--- src/rtl/posit_mult_unit_if.sv ---
// Operand/result bundle for the posit multiplier: start-qualified operands in,
// registered product and flags out.
interface posit_mult_unit_if #(
  parameter int N = 32
);
  logic [N-1:0] in1;
  logic [N-1:0] in2;
  logic         start;
  logic [N-1:0] result;
  logic         inf;
  logic         zero;
  logic         done;

  modport master (
    output in1, in2, start,
    input  result, inf, zero, done
  );

  modport slave (
    input  in1, in2, start,
    output result, inf, zero, done
  );
endinterface

--- src/rtl/posit_mult_unit.sv ---
// Posit<N,es> multiplier: combinational decode/multiply/round-to-nearest-even,
// one output register stage; done is a registered copy of start.
module posit_mult_unit #(
  parameter int N  = 32,
  parameter int Bs = $clog2(N),
  parameter int es = 2
) (
  input logic              clk,
  input logic              rst,
  posit_mult_unit_if.slave bus
);

  localparam int SW = Bs + es + 2;
  localparam int MW = N - es;
  localparam int FW = 2 * MW - 1;
  localparam int VW = 2 + es + FW + N - 2;
  localparam logic signed [SW:0] SC_MAX = (SW + 1)'((N - 2) << es);
  localparam logic signed [SW:0] SC_MIN = -SC_MAX;
  localparam logic [N-1:0] NAR    = {1'b1, {(N - 1){1'b0}}};
  localparam logic [N-1:0] MAXPOS = {1'b0, {(N - 1){1'b1}}};
  localparam logic [N-1:0] MINPOS = {{(N - 1){1'b0}}, 1'b1};
  localparam logic [Bs:0]  ONE_M  = (Bs + 1)'(1);
  localparam logic [SW-1:0] ONE_K = SW'(1);

  function automatic void decode(
    input  logic [N-1:0]         w,
    output logic                 sgn,
    output logic signed [SW-1:0] scale,
    output logic [MW-1:0]        mant
  );
    logic [N-1:0]  x;
    logic [N-2:0]  rem;
    logic [N-2:0]  rest;
    logic          rc;
    logic          run_on;
    logic [Bs:0]   m;
    logic [SW-1:0] k;
    sgn    = w[N-1];
    x      = sgn ? -w : w;
    rem    = x[N-2:0];
    rc     = rem[N-2];
    m      = '0;
    run_on = 1'b1;
    for (int i = N - 2; i >= 0; i--) begin
      if (run_on && (rem[i] == rc)) m = m + ONE_M;
      else                          run_on = 1'b0;
    end
    // Drop the regime run and its terminator; exponent/fraction come out zero-padded.
    rest  = rem << (m + ONE_M);
    k     = rc ? (SW'(m) - ONE_K) : -SW'(m);
    scale = {k[SW-es-1:0], rest[N-2 -: es]};
    mant  = {1'b1, rest[N-es-2:0]};
  endfunction

  logic                 w_s1, w_s2;
  logic signed [SW-1:0] w_sc1, w_sc2;
  logic [MW-1:0]        w_m1, w_m2;
  logic [2*MW-1:0]      w_prod;
  logic [FW-1:0]        w_frac;
  logic signed [SW:0]   w_sc;
  logic [Bs:0]          w_sh;
  logic [VW-1:0]        w_v, w_vs;
  logic [N-2:0]         w_top;
  logic                 w_guard, w_sticky;
  logic [N-1:0]         w_mag, w_res;
  logic                 w_nar, w_zero;

  logic [N-1:0] r_result;
  logic         r_inf, r_zero, r_done;

  always_comb begin
    decode(bus.in1, w_s1, w_sc1, w_m1);
    decode(bus.in2, w_s2, w_sc2, w_m2);
    w_prod = {{MW{1'b0}}, w_m1} * {{MW{1'b0}}, w_m2};
    w_frac = w_prod[2*MW-1] ? w_prod[FW-1:0] : {w_prod[FW-2:0], 1'b0};
    w_sc   = {w_sc1[SW-1], w_sc1} + {w_sc2[SW-1], w_sc2} + {{SW{1'b0}}, w_prod[2*MW-1]};
    // Regime seed 10 / 01 followed by an arithmetic shift replicates the run bit.
    w_sh   = w_sc[SW] ? ~w_sc[Bs+es:es] : w_sc[Bs+es:es];
    w_v    = {~w_sc[SW], w_sc[SW], w_sc[es-1:0], w_frac, {(N - 2){1'b0}}};
    w_vs   = $signed(w_v) >>> w_sh;
    w_top    = w_vs[VW-1 -: N-1];
    w_guard  = w_vs[VW-N];
    w_sticky = |w_vs[VW-N-1:0];
    w_mag    = {1'b0, w_top} + {{(N - 1){1'b0}}, w_guard & (w_sticky | w_top[0])};
    if ((w_sc > SC_MAX) || w_mag[N-1]) w_mag = MAXPOS;
    else if (w_sc < SC_MIN)            w_mag = MINPOS;

    w_nar  = (bus.in1 == NAR) || (bus.in2 == NAR);
    w_zero = ((bus.in1 == '0) || (bus.in2 == '0)) && !w_nar;
    if (w_nar)       w_res = NAR;
    else if (w_zero) w_res = '0;
    else             w_res = (w_s1 ^ w_s2) ? -w_mag : w_mag;
  end

  always_ff @(posedge clk) begin
    if (rst) begin
      r_result <= '0;
      r_inf    <= 1'b0;
      r_zero   <= 1'b0;
      r_done   <= 1'b0;
    end else begin
      r_result <= w_res;
      r_inf    <= w_nar;
      r_zero   <= w_zero;
      r_done   <= bus.start;
    end
  end

  assign bus.result = r_result;
  assign bus.inf    = r_inf;
  assign bus.zero   = r_zero;
  assign bus.done   = r_done;

endmodule

--- src/flat_wrapper.sv ---
// flat-port wrapper written by rule: the top's interface ports become plain ports
module posit_mult_unit_flat 
#(
  parameter int N  = 32,
  parameter int Bs = $clog2(N),
  parameter int es = 2
)
  (clk, rst, bus_in1, bus_in2, bus_start, bus_result, bus_inf, bus_zero, bus_done);
  posit_mult_unit_if #(.N(N)) bus_i ();
  input logic clk;
  input logic rst;
  input wire logic [$bits(bus_i.in1)-1:0] bus_in1;
  input wire logic [$bits(bus_i.in2)-1:0] bus_in2;
  input wire logic [$bits(bus_i.start)-1:0] bus_start;
  output wire logic [$bits(bus_i.result)-1:0] bus_result;
  output wire logic [$bits(bus_i.inf)-1:0] bus_inf;
  output wire logic [$bits(bus_i.zero)-1:0] bus_zero;
  output wire logic [$bits(bus_i.done)-1:0] bus_done;
  assign bus_i.in1 = bus_in1;
  assign bus_i.in2 = bus_in2;
  assign bus_i.start = bus_start;
  assign bus_result = bus_i.result;
  assign bus_inf = bus_i.inf;
  assign bus_zero = bus_i.zero;
  assign bus_done = bus_i.done;
  posit_mult_unit #(.N(N), .Bs(Bs), .es(es)) u_core (.clk(clk), .rst(rst), .bus(bus_i));
endmodule
--- config.mk ---
export PLATFORM = sky130hd
export DESIGN_NAME = posit_mult_unit_flat
export DESIGN_NICKNAME = d
export VERILOG_FILES = /design/src/rtl/posit_mult_unit_if.sv /design/src/rtl/posit_mult_unit.sv /design/src/flat_wrapper.sv
export SDC_FILE = /design/constraint.sdc
export NUM_CORES = 2
export LEC_CHECK = 0
export ABC_AREA = 1
export ABC_CLOCK_PERIOD_IN_PS = 42600
export BUFFER_PORTS_ARGS = -buffer_cell sky130_fd_sc_hd__buf_2
export CAP_MARGIN = 20
export CORE_MARGIN = 10
export CORE_UTILIZATION = 50
export CTS_CLUSTER_DIAMETER = 80
export DETAILED_ROUTE_END_ITERATION = 7
export GPL_ROUTABILITY_DRIVEN = 0
export PLACE_DENSITY = 0.62
export REMOVE_ABC_BUFFERS = 1
export SYNTH_ARGS = -nofsm -noshare
export SYNTH_HDL_FRONTEND = slang
export SYNTH_SLANG_ARGS = --single-unit
--- constraint.sdc ---
create_clock -name clk -period 42.6 [get_ports clk]
set_input_delay 4.26 -clock clk [delete_from_list [all_inputs] [get_ports clk]]
set_output_delay 4.26 -clock clk [all_outputs]
set_load 0.005 [all_outputs]
# Yosys cells after proc, flatten, opt, wreduce, memory -nomap -nowiden
# Index checks and enable logic that the tools add are counted.
word_totals:
  mem_bits_rw: 0
  output_inout_bits: 35
  memories: 0
  latchBits: 0
  elab_cells: 344
  reg_bits: 35
  inputBits: 67
  romBits: 0
op_classes:
  div: 0
  n_mux: 129
  bitwise_logic: 5
  n_lt_le_gt_ge: 2
  eq_ne: 62
  shift: 3
  addsub: 70
  reduce_logical: 67
  n_mul: 1
op_table:
  columns: ["cell", "count"]
  rows:
  - ["adder 6 x 1 -> 6 bit (second input constant)", 59]
  - ["two-way mux 6 bit", 59]
  - ["two-way mux 32 bit", 5]
  - [">>> shifter 93 x 6 -> 93 bit", 1]
  - ["== test 32 bit (second input constant)", 2]
  - ["logical NOT 32 bit", 2]
  - ["two-way mux 31 bit", 2]
  - ["negation 31 bit", 2]
  - ["<< shifter 31 x 6 -> 31 bit", 2]
  - ["OR reduction 61 bit", 1]
  - ["== test 1 bit", 60]
  - ["multiplier 30 x 30 -> 60 bit", 1]
  - ["logical AND 1 bit", 59]
  - ["two-way mux 59 bit", 1]
  - ["two-way mux 1 bit", 58]
  - ["adder 31 x 1 -> 32 bit", 1]
  - ["negation 32 bit", 1]
  - ["two-way mux 7 bit", 2]
  - ["negation 6 -> 7 bit", 2]
  - ["subtractor 6 x 1 -> 7 bit (second input constant)", 2]
  - ["adder 10 x 1 -> 10 bit", 1]
  - ["adder 9 x 9 -> 10 bit", 1]
  - ["> comparator 10 x 8 -> 1 bit (second input constant)", 1]
  - ["less-than comparator 10 x 8 -> 1 bit (second input constant)", 1]
  - ["other kinds (10)", 13]

# Depth between registers and ports, before layout
depth:
  depth_word: 79
  ltp_mapped: 217

# Least setup slack after synthesis
# No wires, ideal clock.
synth_timing:
  path_kind: "input port to flip-flop"
  from: "input bus_in2[0]"
  to: "register u_core.r_result[30] (netlist: u_core.bus.result[30])"
  setup_time_ns: 0.113
  t_required_ns: 42.487
  t_arrival_ns: 34.975
  path_buffers: 9
  setup_slack_ns: 7.512
  path_stages: 200
  cell_sequence: "inv_2 > ha_1 > nand2_1 > nor2_1 > nand3_1 > nand2_2 > nand3_1 > nand2_1 > nand2_1 > inv_2 > nand2_1 > nand2_1 > nand3_1 > inv_1 > a31oi_1 > or2_2 > ha_1 > inv_1 > (+164 left out) > o41ai_1 > nand3_1 > a22o_2 > a2111oi_0 > nand2_1 > nand2_1 > nand2_2 > a21boi_4 > ha_1 > inv_1 > nor3_1 > nand4_1 > nor2_1 > nand2_1 > o21ai_1 > nand3_1 > nor2_1 > nor2_1"
synth_between:
  elab_chain_len: 77
synth_lines:
  columns: ["item", "line", "rtl"]
  rows:
  - ["start, declared", "flat_wrapper.sv:13", "input wire logic [$bits(bus_i.in2)-1:0] bus_in2;"]
  - ["negation 31 bit", "posit_mult_unit.sv:39", "x = sgn ? -w : w;"]
  - ["two-way mux 31 bit", "posit_mult_unit.sv:39", null]
  - ["== test 1 bit", "posit_mult_unit.sv:45", "if (run_on && (rem[i] == rc)) m = m + ONE_M;"]
  - ["two-way mux 2 bit / two-way mux 1 bit (equally long branches)", "posit_mult_unit.sv:45", null]
  - ["adder 2 x 1 -> 3 bit / logical AND 1 bit (equally long branches)", "posit_mult_unit.sv:45", null]
  - ["two-way mux 6 bit / two-way mux 1 bit (equally long branches)", "posit_mult_unit.sv:45", null]
  - ["adder 6 x 1 -> 6 bit / logical AND 1 bit (equally long branches)", "posit_mult_unit.sv:45", null]
  - ["two-way mux 6 bit / two-way mux 1 bit (equally long branches)", "posit_mult_unit.sv:45", null]
  - ["(+61 left out)", null, null]
  - ["OR reduction 61 bit", "posit_mult_unit.sv:83", "w_sticky = |w_vs[VW-N-1:0];"]
  - ["OR 1 bit", "posit_mult_unit.sv:84", "w_mag = {1'b0, w_top} + {{(N - 1){1'b0}}, w_guard & (w_sticky | w_top[0])};"]
  - ["AND 1 bit", "posit_mult_unit.sv:84", null]
  - ["adder 31 x 1 -> 32 bit", "posit_mult_unit.sv:84", null]
  - ["two-way mux 32 bit / logical OR 1 bit (equally long branches)", "posit_mult_unit.sv:86, posit_mult_unit.sv:85", null]
  - ["two-way mux 32 bit", "posit_mult_unit.sv:85", "if ((w_sc > SC_MAX) || w_mag[N-1]) w_mag = MAXPOS;"]
  - ["negation 32 bit", "posit_mult_unit.sv:92", "else w_res = (w_s1 ^ w_s2) ? -w_mag : w_mag;"]
  - ["two-way mux 32 bit", "posit_mult_unit.sv:92", null]
  - ["end signal, assigned", "posit_mult_unit.sv:102", "r_result <= w_res;"]
  - ["end, declared", "posit_mult_unit.sv:68", "logic [N-1:0] r_result;"]
# Several ways; a longest one is shown, not always the timed one.
# A chain may end at the register's enable or synchronous reset.

# Worst setup path after layout
layout_timing:
  from: "input bus_in2[31]"
  to: "register u_core.r_result[30] (netlist: u_core.bus.result[30])"
layout_between:
  elab_chain_len: 76
layout_lines:
  columns: ["item", "line"]
  rows:
  - ["two-way mux 31 bit", "posit_mult_unit.sv:39"]
  - ["== test 1 bit", "posit_mult_unit.sv:45"]
  - ["two-way mux 2 bit / two-way mux 1 bit (equally long branches)", "posit_mult_unit.sv:45"]
  - ["adder 2 x 1 -> 3 bit / logical AND 1 bit (equally long branches)", "posit_mult_unit.sv:45"]
  - ["two-way mux 6 bit / two-way mux 1 bit (equally long branches)", "posit_mult_unit.sv:45"]
  - ["adder 6 x 1 -> 6 bit / logical AND 1 bit (equally long branches)", "posit_mult_unit.sv:45"]
  - ["two-way mux 6 bit / two-way mux 1 bit (equally long branches)", "posit_mult_unit.sv:45"]
  - ["adder 6 x 1 -> 6 bit / logical AND 1 bit (equally long branches)", "posit_mult_unit.sv:45"]
  - ["(+60 left out)", null]
  - ["OR reduction 61 bit", "posit_mult_unit.sv:83"]
  - ["OR 1 bit", "posit_mult_unit.sv:84"]
  - ["AND 1 bit", "posit_mult_unit.sv:84"]
  - ["adder 31 x 1 -> 32 bit", "posit_mult_unit.sv:84"]
  - ["two-way mux 32 bit / logical OR 1 bit (equally long branches)", "posit_mult_unit.sv:86, posit_mult_unit.sv:85"]
  - ["two-way mux 32 bit", "posit_mult_unit.sv:85"]
  - ["negation 32 bit", "posit_mult_unit.sv:92"]
  - ["two-way mux 32 bit", "posit_mult_unit.sv:92"]
# Several ways; a longest one is shown, not always the timed one.

==> metrics.cfg <==
[global_routing]
antenna_found_initial = 2
grt_pass1_wl_microns = 247000
gr-usage-all-layers_pct = 28.4
grt_max_degree = 77
overflow = 0
grt_pass1_vias = 45700

[clock_tree]
h-tree-depth = 2
root_buffer = clkbuf_16
post-cts-setup-buffers = 0
clock-sinks = 35
clk_path_buf_depth = 2
ctsResizeCount = 0
clkSlewWorstSetupHoldPaths_ns = 0.06
cts_tree = done
numCtsBuffers = 5
postCtsHoldBufs = 0

[route]
drtIter0Drc = 3160
dr_wl_met3_microns = 9680
highest_layer = met5
totalWireLength_microns = 153000
met1_length_microns = 61500
detail-route-antenna-nets = 0
num_vias = 45500
dr_wl_met2_microns = 73500
drc = 0
vias_per_cell = 5.33
post_drt_wl_per_cell_microns = 18.0
first_pass_iters = 8

[worst_setup_path]
crit_path_frequent_cell = nand2_1
cp.required_ns = 42.82
crit_path_top_delay_cell = nor2_1
max_stage_delay_ns = 0.68
cp-end-kind = flip-flop
path_class = in2reg
worstPathArrival_ns = 39.20
start_kind = input port
path_max_fanout = 35

[yosys]
netlist_area_sq_um = 47700
synth.avg_cell_area_sq_um = 6.51
yosys_warnings = 0
ys_types = 67
synth-edff-count = 0
ys_top_cells_by_area = fa_1, nand2_1, inv_1
synth_top_area_share_pct = 32.8
synthCells = 7333
seq_area_frac_synth_pct = 1.47
synth_ff_type = dfxtp_1
async_flop_share_pct = 0
synth.most_common_cell = nand2_1
ys_top_cells_by_count = nand2_1, inv_1, nor2_1, fa_1, o21ai_0
yosys.area.top_type = fa_1
ys_ff_latch = 35

[die]
die-width_microns = 329
die_h_microns = 329
ios = 102
die_area_sq_um = 108000
core-area_sq_um = 94900
num_rows = 113
start_util_pct = 50.3

[sta]
worst_pin_slew_ns = 1.10
slew_headroom_pct = 26.8
clock.fmax_mhz = 25.7
setup_viol = 0
fin_crit_ns = 38.98
drv_slew = 0
setup_tns_ns = 0
rsz0062_at_grt = no
period_share_pct = 91.5
final_hold_viol_count = 0

[placement]
dpl.cell_count = 8523
io_buffers = 101
dp_hpwl_microns = 126000

[final_layout]
n_antenna_cell = 0
finalNonFillerCells = 8532
nets = 8431
synthToLayoutAreaGrowth_pct = 3.66
layout-drive-gt1-share_pct = 6.94
final_util_pct = 52.1

[outcome]
status = finished clean

[job]
maxCapViolations = 0

[hold_path]
hp-class = in2reg

==> cell type report <==
class / count / area (sq um)
fill: 9873 / 45400
inverter: 1549 / 5820
multi-input combinational: 5482 / 40000
timing repair buffer: 193 / 1210
tap: 1265 / 1580
clock inverter: 3 / 43.8
clock buffer: 5 / 125
sequential: 35 / 701
==> registers in the layout, indices dropped and copies added (netlist names) <==
| signal | cells |
|---|---|
| u_core.bus.done | 1 |
| u_core.bus.result | 32 |
| u_core.bus.zero | 1 |
| u_core.bus.inf | 1 |
==> placed cells by master, fill, tap and decap left out, types with 49 or more instances in the layout <==
| cell | count |
|---|---|
| fa_1 | 782 |
| nand2_1 | 1816 |
| xor2_1 | 108 |
| nor2_1 | 878 |
| buf_4 | 91 |
| buf_2 | 101 |
| o21ai_0 | 454 |
| nand2_2 | 76 |
| nand4_1 | 64 |
| a21oi_1 | 171 |
| inv_2 | 67 |
| ha_1 | 316 |
| nand3_1 | 353 |
| xnor2_1 | 49 |
| inv_1 | 1460 |
==> path summary, 6_finish.rpt <==
kind                     from                     to  slack (ns)  cells after the start
setup / recovery  bus_in2[31]  u_core.bus.result[30]        3.62                    191
hold / removal      bus_start        u_core.bus.done        4.19                      3
==> logic make-up (layout without fill, tap and decap cells) <==
kind of cell    count (synthesis)  count (layout)  share of synthesized area (%)
simple gates                 3419            3419                           30.4
buf+inv                      1816            1750                           14.8
fa+ha+maj                    1098            1098                           41.1
compound gates                785             785                           8.88
xor+xnor                      158             158                           2.90
flops                          35              35                           1.47
mux                            22              22                          0.461
==> worst max-delay path: cells and delay by family <==
family / cells / cell delay [ns]
compound gates: 30 / 5.45
fa+ha+maj: 38 / 12.69
buf+inv: 39 / 5.85
simple gates: 84 / 10.84
==> layer usage <==
metal / global-route usage (%) / vias to the layer above
li1: - / 22000
met1: 35.2 / 21700
met2: 49.3 / 1465
met3: 3.26 / 384
met4: 13.0 / 4
met5: 0 / -
==> through the flow <==
step | setup WS (ns) | hold slack (ns) | instance area, sq um
floorplan | 3.85 | 4.33 | 46500
global placement | 4.00 | 4.46 | 49300
detailed placement | 3.54 | 4.48 | 49300
CTS | 3.75 | 4.19 | 49400
global route | 0.385 | 4.20 | 49500
finish | 3.62 | 4.19 | 49500
Power is left out: the tool's default activity adds up to more than one toggle a clock period on the data nets, which glitch-free logic cannot reach.
